--- config.mk ---
export PLATFORM = sky130hd
export DESIGN_NAME = mem_access
export DESIGN_NICKNAME = d
export VERILOG_FILES = /design/src/rtl/mem_access_pkg.sv /design/src/rtl/mem_access_align.sv /design/src/rtl/mem_access.sv
export SDC_FILE = /design/constraint.sdc
export NUM_CORES = 1
export LEC_CHECK = 0
export BUFFER_PORTS_ARGS = -buffer_cell sky130_fd_sc_hd__clkbuf_2
export CORE_UTILIZATION = 40
export CTS_BUF_LIST = sky130_fd_sc_hd__clkbuf_4 sky130_fd_sc_hd__clkbuf_8 sky130_fd_sc_hd__clkbuf_16
export CTS_CLUSTER_SIZE = 12
export DETAILED_ROUTE_END_ITERATION = 7
export GPL_TIMING_DRIVEN = 0
export PLACE_DENSITY = 0.72
export SLEW_MARGIN = 40
export SYNTH_ARGS = -nofsm -noshare
export SYNTH_HDL_FRONTEND = slang
export SYNTH_SLANG_ARGS = --single-unit
--- constraint.sdc ---
create_clock -name clk -period 3.81 [get_ports clk]
set_input_delay 0.1905 -clock clk [delete_from_list [all_inputs] [get_ports clk]]
set_output_delay 0.1905 -clock clk [all_outputs]
set_load 0.01 [all_outputs]
--- src/rtl/mem_access_pkg.sv ---
// Shared definitions for the memory-access stage: aluop codes for the
// LoongArch LD/ST family, the ALE bit position in excepttype_o, FSM state
// encodings and small op-decoding helpers.
package mem_access_pkg;

  // Memory aluop codes (AluOpBus, 8 bits)
  localparam logic [7:0] LD_B  = 8'hE0;
  localparam logic [7:0] LD_H  = 8'hE1;
  localparam logic [7:0] LD_W  = 8'hE2;
  localparam logic [7:0] LD_BU = 8'hE3;
  localparam logic [7:0] LD_HU = 8'hE4;
  localparam logic [7:0] ST_B  = 8'hE8;
  localparam logic [7:0] ST_H  = 8'hE9;
  localparam logic [7:0] ST_W  = 8'hEA;

  // Address-misalignment flag position in excepttype_o
  localparam int unsigned ALE_BIT = 2;

  // FSM state encodings
  localparam logic [1:0] S_IDLE  = 2'd0;
  localparam logic [1:0] S_WAIT  = 2'd1;
  localparam logic [1:0] S_DRAIN = 2'd2;

  typedef enum logic [1:0] {
    SZ_B = 2'd0,
    SZ_H = 2'd1,
    SZ_W = 2'd2
  } acc_size_t;

  function automatic logic is_load_op(input logic [7:0] op);
    return (op == LD_B) || (op == LD_H) || (op == LD_W) ||
           (op == LD_BU) || (op == LD_HU);
  endfunction

  function automatic logic is_store_op(input logic [7:0] op);
    return (op == ST_B) || (op == ST_H) || (op == ST_W);
  endfunction

  function automatic logic is_signed_load(input logic [7:0] op);
    return (op == LD_B) || (op == LD_H);
  endfunction

  function automatic acc_size_t op_size(input logic [7:0] op);
    acc_size_t sz;
    case (op)
      LD_B, LD_BU, ST_B: sz = SZ_B;
      LD_H, LD_HU, ST_H: sz = SZ_H;
      default:           sz = SZ_W;
    endcase
    return sz;
  endfunction

endpackage

--- src/rtl/mem_access_align.sv ---
// mem_align: combinational lane logic for the memory-access stage.
// Ports:
//   aluop      - operation code
//   addr_lo    - low two bits of the effective address
//   store_data - register value to be stored
//   rdata      - bus read word
//   is_mem     - aluop is a load or store
//   is_load    - aluop is a load
//   misaligned - H access at odd address, or W access not word aligned
//   be         - byte enables
//   wdata      - store data replicated across lanes
//   load_data  - extracted and sign/zero-extended load result
module mem_align
  import mem_access_pkg::*;
(
  input  logic [7:0]  aluop,
  input  logic [1:0]  addr_lo,
  input  logic [31:0] store_data,
  input  logic [31:0] rdata,
  output logic        is_mem,
  output logic        is_load,
  output logic        misaligned,
  output logic [3:0]  be,
  output logic [31:0] wdata,
  output logic [31:0] load_data
);

  acc_size_t   size;
  logic        sext;
  logic [31:0] lane;

  always_comb begin
    size       = op_size(aluop);
    sext       = is_signed_load(aluop);
    is_load    = is_load_op(aluop);
    is_mem     = is_load || is_store_op(aluop);
    // Addressed byte/half moved down to bit 0
    lane       = rdata >> {addr_lo, 3'b000};
    be         = 4'b1111;
    wdata      = store_data;
    load_data  = rdata;
    misaligned = 1'b0;
    case (size)
      SZ_B: begin
        be        = 4'b0001 << addr_lo;
        wdata     = {4{store_data[7:0]}};
        load_data = {{24{sext & lane[7]}}, lane[7:0]};
      end
      SZ_H: begin
        be         = 4'b0011 << addr_lo;
        wdata      = {2{store_data[15:0]}};
        load_data  = {{16{sext & lane[15]}}, lane[15:0]};
        misaligned = addr_lo[0];
      end
      default: begin
        misaligned = |addr_lo;
      end
    endcase
    misaligned = misaligned & is_mem;
  end

endmodule

--- src/rtl/mem_access.sv ---
// mem_access: memory-access pipeline stage. Registers the execute bundle for
// write-back; for aligned LD/ST ops issues one req/ack bus access and stalls
// upstream until the access completes.
// Ports:
//   clk, rst                 - clock, synchronous active-high reset
//   flush_i                  - kill the instruction in this stage
//   ex_valid_i .. excepttype_i - execute-stage result bundle
//   stallreq_o               - hold upstream while an access is outstanding
//   data_req_o .. data_wdata_o - bus request (held until data_ack_i)
//   data_ack_i, data_rdata_i - bus completion and read word
//   wb_valid_o .. excepttype_o - registered write-back bundle ({ALE, exc})
module mem_access
  import mem_access_pkg::*;
#(
  parameter int unsigned ADDR_W = 32,
  parameter int unsigned DATA_W = 32
) (
  input  logic              clk,
  input  logic              rst,
  input  logic              flush_i,
  input  logic              ex_valid_i,
  input  logic [7:0]        aluop_i,
  input  logic [4:0]        wd_i,
  input  logic              wreg_i,
  input  logic [DATA_W-1:0] wdata_i,
  input  logic [ADDR_W-1:0] mem_addr_i,
  input  logic [DATA_W-1:0] reg2_i,
  input  logic [31:0]       inst_pc_i,
  input  logic [1:0]        excepttype_i,
  output logic              stallreq_o,
  output logic              data_req_o,
  output logic              data_we_o,
  output logic [3:0]        data_be_o,
  output logic [ADDR_W-1:0] data_addr_o,
  output logic [DATA_W-1:0] data_wdata_o,
  input  logic              data_ack_i,
  input  logic [DATA_W-1:0] data_rdata_i,
  output logic              wb_valid_o,
  output logic [4:0]        wd_o,
  output logic              wreg_o,
  output logic [DATA_W-1:0] wdata_o,
  output logic [31:0]       inst_pc_o,
  output logic [2:0]        excepttype_o
);

  logic [1:0]  state;
  logic [7:0]  op_q;
  logic [1:0]  addr_lo_q;
  logic [4:0]  wd_q;
  logic        wreg_q;
  logic        is_load_q;
  logic [31:0] pc_q;

  logic        idle;
  logic [7:0]  al_op;
  logic [1:0]  al_addr_lo;
  logic        al_is_mem;
  logic        al_is_load;
  logic        al_misaligned;
  logic [3:0]  al_be;
  logic [31:0] al_wdata;
  logic [31:0] al_load_data;

  assign idle       = (state == S_IDLE);
  assign stallreq_o = !idle;

  // One align instance serves both phases: in IDLE it decodes the incoming
  // op for issue, otherwise the latched op for load extraction on ack.
  assign al_op      = idle ? aluop_i : op_q;
  assign al_addr_lo = idle ? mem_addr_i[1:0] : addr_lo_q;

  mem_align u_align (
    .aluop      (al_op),
    .addr_lo    (al_addr_lo),
    .store_data (reg2_i),
    .rdata      (data_rdata_i),
    .is_mem     (al_is_mem),
    .is_load    (al_is_load),
    .misaligned (al_misaligned),
    .be         (al_be),
    .wdata      (al_wdata),
    .load_data  (al_load_data)
  );

  always_ff @(posedge clk) begin
    if (rst) begin
      state        <= S_IDLE;
      op_q         <= '0;
      addr_lo_q    <= '0;
      wd_q         <= '0;
      wreg_q       <= 1'b0;
      is_load_q    <= 1'b0;
      pc_q         <= '0;
      data_req_o   <= 1'b0;
      data_we_o    <= 1'b0;
      data_be_o    <= '0;
      data_addr_o  <= '0;
      data_wdata_o <= '0;
      wb_valid_o   <= 1'b0;
      wd_o         <= '0;
      wreg_o       <= 1'b0;
      wdata_o      <= '0;
      inst_pc_o    <= '0;
      excepttype_o <= '0;
    end else begin
      wb_valid_o <= 1'b0;
      case (state)
        S_IDLE: begin
          if (ex_valid_i && !flush_i) begin
            if (!al_is_mem || (excepttype_i != '0)) begin
              wd_o         <= wd_i;
              wreg_o       <= wreg_i;
              wdata_o      <= wdata_i;
              inst_pc_o    <= inst_pc_i;
              excepttype_o <= {1'b0, excepttype_i};
              wb_valid_o   <= 1'b1;
            end else if (al_misaligned) begin
              wd_o                  <= wd_i;
              wreg_o                <= 1'b0;
              wdata_o               <= mem_addr_i;
              inst_pc_o             <= inst_pc_i;
              excepttype_o          <= {1'b0, excepttype_i};
              excepttype_o[ALE_BIT] <= 1'b1;
              wb_valid_o            <= 1'b1;
            end else begin
              op_q         <= aluop_i;
              addr_lo_q    <= mem_addr_i[1:0];
              wd_q         <= wd_i;
              wreg_q       <= wreg_i;
              is_load_q    <= al_is_load;
              pc_q         <= inst_pc_i;
              data_req_o   <= 1'b1;
              data_we_o    <= !al_is_load;
              data_be_o    <= al_be;
              data_addr_o  <= {mem_addr_i[ADDR_W-1:2], 2'b00};
              data_wdata_o <= al_wdata;
              state        <= S_WAIT;
            end
          end
        end
        S_WAIT: begin
          if (data_ack_i) begin
            data_req_o <= 1'b0;
            data_we_o  <= 1'b0;
            state      <= S_IDLE;
            if (!flush_i) begin
              wd_o         <= wd_q;
              wreg_o       <= is_load_q & wreg_q;
              if (is_load_q) wdata_o <= al_load_data;
              inst_pc_o    <= pc_q;
              excepttype_o <= '0;
              wb_valid_o   <= 1'b1;
            end
          end else if (flush_i) begin
            state <= S_DRAIN;
          end
        end
        S_DRAIN: begin
          if (data_ack_i) begin
            data_req_o <= 1'b0;
            data_we_o  <= 1'b0;
            state      <= S_IDLE;
          end
        end
        default: state <= S_IDLE;
      endcase
    end
  end

endmodule

Yosys cells after proc, flatten, opt, wreduce, memory -nomap -nowiden
Cells that the tools add are included.
{"block": "word_totals", "register_bits": 193, "input_bits": 181, "output_inout_bits": 145}
{"block": "classes", "n_bitwise": 6, "eq_ne": 21, "mux": 60, "n_reduce_logical": 27, "shifts": 3}
{"cell": "2-to-1 mux 32 bit", "count": 11}
{"cell": "one-hot mux 32 bit (2 select lines)", "count": 4}
{"cell": "equality test 8 bit, second input constant", "count": 8}
{"cell": "right shift 32 x 5 -> 16 bit", "count": 1}
{"cell": "2-to-1 mux 5 bit", "count": 5}
{"cell": "2-to-1 mux 1 bit", "count": 17}
{"cell": "2-to-1 mux 3 bit", "count": 5}
{"cell": "AND reduction 5 bit", "count": 3}
{"cell": "2-to-1 mux 2 bit", "count": 7}
{"cell": "!= test 2 bit, second input constant", "count": 6}
{"cell": "one-hot mux 1 bit (2 select lines)", "count": 5}
{"cell": "one-hot mux 5 bit (2 select lines)", "count": 1}
{"cell": "logical OR 1 bit", "count": 8}
{"cell": "2-to-1 mux 8 bit", "count": 1}
{"cell": "one-hot mux 4 bit (2 select lines)", "count": 1}
{"cell": "one-hot mux 2 bit (3 select lines)", "count": 1}
{"cell": "one-hot mux 3 bit (2 select lines)", "count": 1}
{"cell": "AND reduction 6 bit", "count": 1}
{"cell": "nonzero test 2 bit", "count": 3}
{"cell": "OR reduction 3 bit", "count": 2}
{"cell": "AND 1 bit", "count": 4}
{"cell": "equality test 2 x 1 -> 1 bit, second input constant", "count": 2}
{"cell": "logical NOT 1 bit", "count": 4}
{"cell": "logical NOT 2 bit", "count": 2}
{"cell": "other kinds (11)", "count": 14}

Depth between registers and ports, before layout
{"block": "depth", "ltp_word": 13, "depth_mapped": 14}

By module
From an unflattened synthesis, not the netlist that was laid out.
{"block": "hier_totals", "cells_unflattened": 1195, "area_unflattened_um2": 9610.5}
{"mod": "mem_access", "seq_area_each_um2": 3863.7, "instances": 1, "cells_each": 999, "area_per_inst_um2": 8300.5}
{"mod": "mem_align", "seq_area_each_um2": 0.0, "instances": 1, "cells_each": 196, "area_per_inst_um2": 1310.0}

Worst setup path after synthesis
OpenSTA, ideal clock, no wires.
{"block": "synth_path", "kind": "register to register", "from": "register state[0]", "to": "register wdata_o[12]", "path_stages_with_launch": 12, "arrival_ns": 2.604, "period_less_slack_ns": 2.721, "slack_ns": 1.089, "path_cell_list": "dfxtp_1 -> inv_1 -> ha_1 -> mux2i_1 -> o211ai_1 -> a2111oi_4 -> nor2_1 -> a211o_1 -> and3b_1 -> buf_2 -> buf_6 -> a32o_1"}
{"block": "synth_via", "elab_chain_cells": 13, "elab_cells_between_ends": 45, "classes_between": "eq/ne: 15; shift: 1; mux: 11; bitwise: 2; reduce/logical: 16"}
{"item": "from (decl)", "line": "mem_access.sv:46", "text": "logic [1:0] state;"}
{"item": "from (signal assigned)", "line": "mem_access.sv:87", "text": "state <= S_IDLE;"}
{"item": "from (signal assigned)", "line": "mem_access.sv:137", "text": "state <= S_WAIT;"}
{"item": "from (signal assigned)", "line": "mem_access.sv:145", "text": "state <= S_IDLE;"}
{"item": "branches (longest 13 deep; another with one-hot mux 32 bit (2 select lines))"}
{"item": "to (signal assigned)", "line": "mem_access.sv:113", "text": "wdata_o <= wdata_i;"}
{"item": "to (signal assigned)", "line": "mem_access.sv:120", "text": "wdata_o <= mem_addr_i;"}
{"item": "to (signal assigned)", "line": "mem_access.sv:149", "text": "if (is_load_q) wdata_o <= al_load_data;"}
{"item": "to (decl)", "line": "mem_access.sv:41", "text": "output logic [DATA_W-1:0] wdata_o,"}
Parallel ways; which one is timed is not known. The select of a mux whose other input is x is not followed.
A chain may end at the register's enable or synchronous reset.

Final worst setup path
{"block": "layout_path", "from": "register state[1]", "to": "register data_be_o[2]"}
{"block": "layout_via", "elab_chain_cells": 12, "elab_cells_between_ends": 34, "classes_between": "eq/ne: 9; shift: 2; mux: 5; bitwise: 3; reduce/logical: 15"}
{"item": "logical NOT 2 bit *", "line": "mem_access.sv:64, mem_access.sv:107"}
{"item": "branches (longest 11 deep; another with 2-to-1 mux 8 bit)"}
{"item": "to (signal assigned)", "line": "mem_access.sv:134", "text": "data_be_o <= al_be;"}
{"item": "to (decl)", "line": "mem_access.sv:33", "text": "output logic [3:0] data_be_o,"}
Mark *: on every way between the ends.

==> impl_metrics.ini <==
[cells_and_area]
area_growth_pct = 35.6
fill_cells = 2010
diodes = 0
layout-drive-gt1-share_pct = 28.3
layout.nets = 1640
design_area_um2 = 11800

[global_routing]
grt_overflow = 0
track_usage_pct = 30.2
grt_pass1_wl_um = 51000
grt_pass1_vias = 9142
grt_max_degree = 22
antenna_found_initial = 0

[sta]
rsz0062_at_grt = no
setup_violations = 0
clock_skew_ns = 0.0186
fmax_ghz = 0.278
layout_setup_ws_ns = 0.210
final_max_slew_viol_count = 0
tightest_slew_ns = 0.727
finalHoldViolCount = 0
fin_crit_sh_pct = 94.5
finalSetupTns_ns = 0
holdWs_ns = 0.00161
slew_headroom_pct = 51.2
min_period_ns = 3.60

[synth]
syn_inst = 1061
synth.area.top_cells = dfxtp_1 (45%), nand2_1 (9.3%), a211oi_1 (6.7%), a21oi_1 (6.1%), nor2_1 (5.3%)
synthSimpleGateAreaFrac_pct = 19.4
synth_compound_area_share_pct = 27.1
synth-seq-cells = 193
synthXorXnorAreaFrac_pct = 0
synth_ff_type = dfxtp_1
yosysWarnings = 0
async_flop_share_pct = 0
synth_top_family_by_area = compound AO/OA/AOI/OAI gates
yosys-mux-area-fraction_pct = 3.12
yosys.area_share.adder_pct = 0.578
syn_avg_cell_area_um2 = 8.17
yosys.area.top_type_share_pct = 44.6
synth-edff-count = 0
syn_area_um2 = 8670
synth.distinct_cells = 59
synth_common_cells = nand2_1 (214), dfxtp_1 (193), nor2_1 (123)
synth.most_common_cell = nand2_1
yosysTopAreaCell = dfxtp_1
yosysSeqAreaShare_pct = 44.6

[cts]
htreeDepth = 4
cts_buffer_depth = 2
clk_latency_ns = 0.44
cts_tree = yes
clock-root-buffer = clkbuf_16
cts_setup_buffers = 0
cts_made_buffers = 17
clk_pin_slew_ns = 0.08
clock_sinks = 193

[floorplan]
die_w_um = 149
core_area_um2 = 21200
rows = 53
die_y_um = 149
start_util_pct = 41.0
boundaryPins = 326
die-area_um2 = 22300

[drt]
drtPass1Iterations = 7
wl_per_cell_um = 19.6
vias_per_cell = 5.59
wl_um = 34200
antenna_left = 0
drc = 0
drt-initial-drc-count = 855
vias = 9744

[run]
drv_cap = 0

[worst_setup_path]
crit_chain = inv_1, ha_1, mux2i_1, o211ai_1, a2111oi_4, nand3_1, a21o_1, clkbuf_1, buf_2, a2111oi_1, nor3_1
path_buf_inv = 3
worst_path_largest_cell_delay_ns = 0.66
worstSetupStartpointType = register
cpMaxStageDelayCell = a2111oi_4
crit_family = compound AO/OA/AOI/OAI gates
cp_max_fo = 10
cp-end-kind = register
required_ns = 4.11
path_class = register to register
cp.arrival_ns = 3.90

[power_and_ir_drop]
power_density_nw_per_um2 = 387
ir_drop_v = 0.000282
power_w = 0.00455
power.leakage_nw = 4.94

[outcome]
status = complete, no violations

[place]
postPlaceCellArea_um2 = 10600
pre_cts_ws_ns = 0.162
gp_congestion = 0.963
io_buffer_count = 323
hpwl_um = 26200

[min_path]
hold_path_class = primary input to register
-- routing by layer --
metal	track usage (%)	vias up	routed length, um
li1	-	4586	-
met4	12.1	0	1110
met2	47.7	501	15700
met1	40.1	4576	14400
met3	6.39	81	3010
met5	0	-	0
-- sequential cells by signal, summed over array words and instances, names as in the netlist, 2 cells and up --
| register | flops |
|---|---|
| data_wdata_o | 32 |
| wd_o | 5 |
| data_addr_o | 30 |
| state | 2 |
| data_be_o | 4 |
| wdata_o | 32 |
| inst_pc_o | 32 |
| op_q | 8 |
| pc_q | 32 |
| excepttype_o | 3 |
| wd_q | 5 |
| addr_lo_q | 2 |
-- final timing paths --
kind                   startpoint              end  slack (ns)  cells past startpoint
setup / recovery         state[1]     data_be_o[2]        0.21                     11
setup reg to reg         state[1]     data_be_o[2]        0.21                     11
hold / removal      inst_pc_i[22]         pc_q[22]       0.002                      3
hold reg to reg   data_wdata_o[5]  data_wdata_o[5]        0.45                      2
-- timing repair --
item | 4_1_cts | 5_1_grt
endpoints found under the setup margin | 0 | 10
hold buffers | 49 | 1
hold endpoints to repair | 49 | 1
resized for setup | 0 | 2
-- where the power goes --
part,internal [W],leakage [nW],switching (W)
combinational,0.000265,3.09,0.000342
clock,0.000892,0.282,0.000934
sequential,0.00208,1.57,0.0000388
-- kinds of logic (layout without fill, tap and decap cells) --
kind of cell               after synthesis  after routing
other                                    1              2
AOI/OAI and AO/OA                      335            335
muxes                                   26             26
DFF                                    193            193
adders and majority gates                4              4
buffers and inverters                  103            509
and+or+nand+nor                        399            399
-- worst min-delay path, cell delays in order --
cell      delay (ns)
clkbuf_2        0.09
nand2_1         0.06
a21oi_1         0.06
-- through the flow --
| step | std cells | util, % |
|---|---|---|
| floorplan | 1062 | - |
| global placement | 1660 | 50.3 |
| detailed placement | 1660 | 50.3 |
| CTS | 1741 | 55.5 |
| global route | 1743 | 55.6 |
| finish | 1743 | 55.6 |
-- layout make-up --
class / instances / area, um^2 / area share (%)
clock buffer: 17 / 425 / 3.62
timing repair buffer: 374 / 2120 / 18.1
tap: 275 / 344 / 2.93
multi-input combinational: 766 / 4360 / 37.1
sequential: 193 / 3860 / 32.9
clock inverter: 15 / 178 / 1.51
buffer: 92 / 414 / 3.52
inverter: 11 / 41.3 / 0.351
-- cells in the final DEF, fill, tap and decap left out, types with 3 or more instances in the layout --
cell	n
a222oi_1	8
nor2_1	123
buf_2	35
clkbuf_1	49
nor3_1	8
a22o_1	24
a31oi_1	7
clkinvlp_4	3
nand2_1	214
dlygate4sd3_1	50
buf_1	4
nand3_1	3
mux2_2	5
ha_1	4
buf_4	3
o22ai_1	45
nand2b_1	9
a32oi_1	4
dfxtp_1	193
o21ai_0	6
mux2i_1	20
nor2b_1	26
inv_1	9
a221o_1	8
a32o_1	7
inv_6	3
a21oi_1	106
clkinv_8	4
a311oi_1	9
clkbuf_16	17
a211o_1	8
o2bb2ai_1	8
clkbuf_2	323
a211oi_1	77
nor3b_1	3
Power figures use the tool's default switching activity.
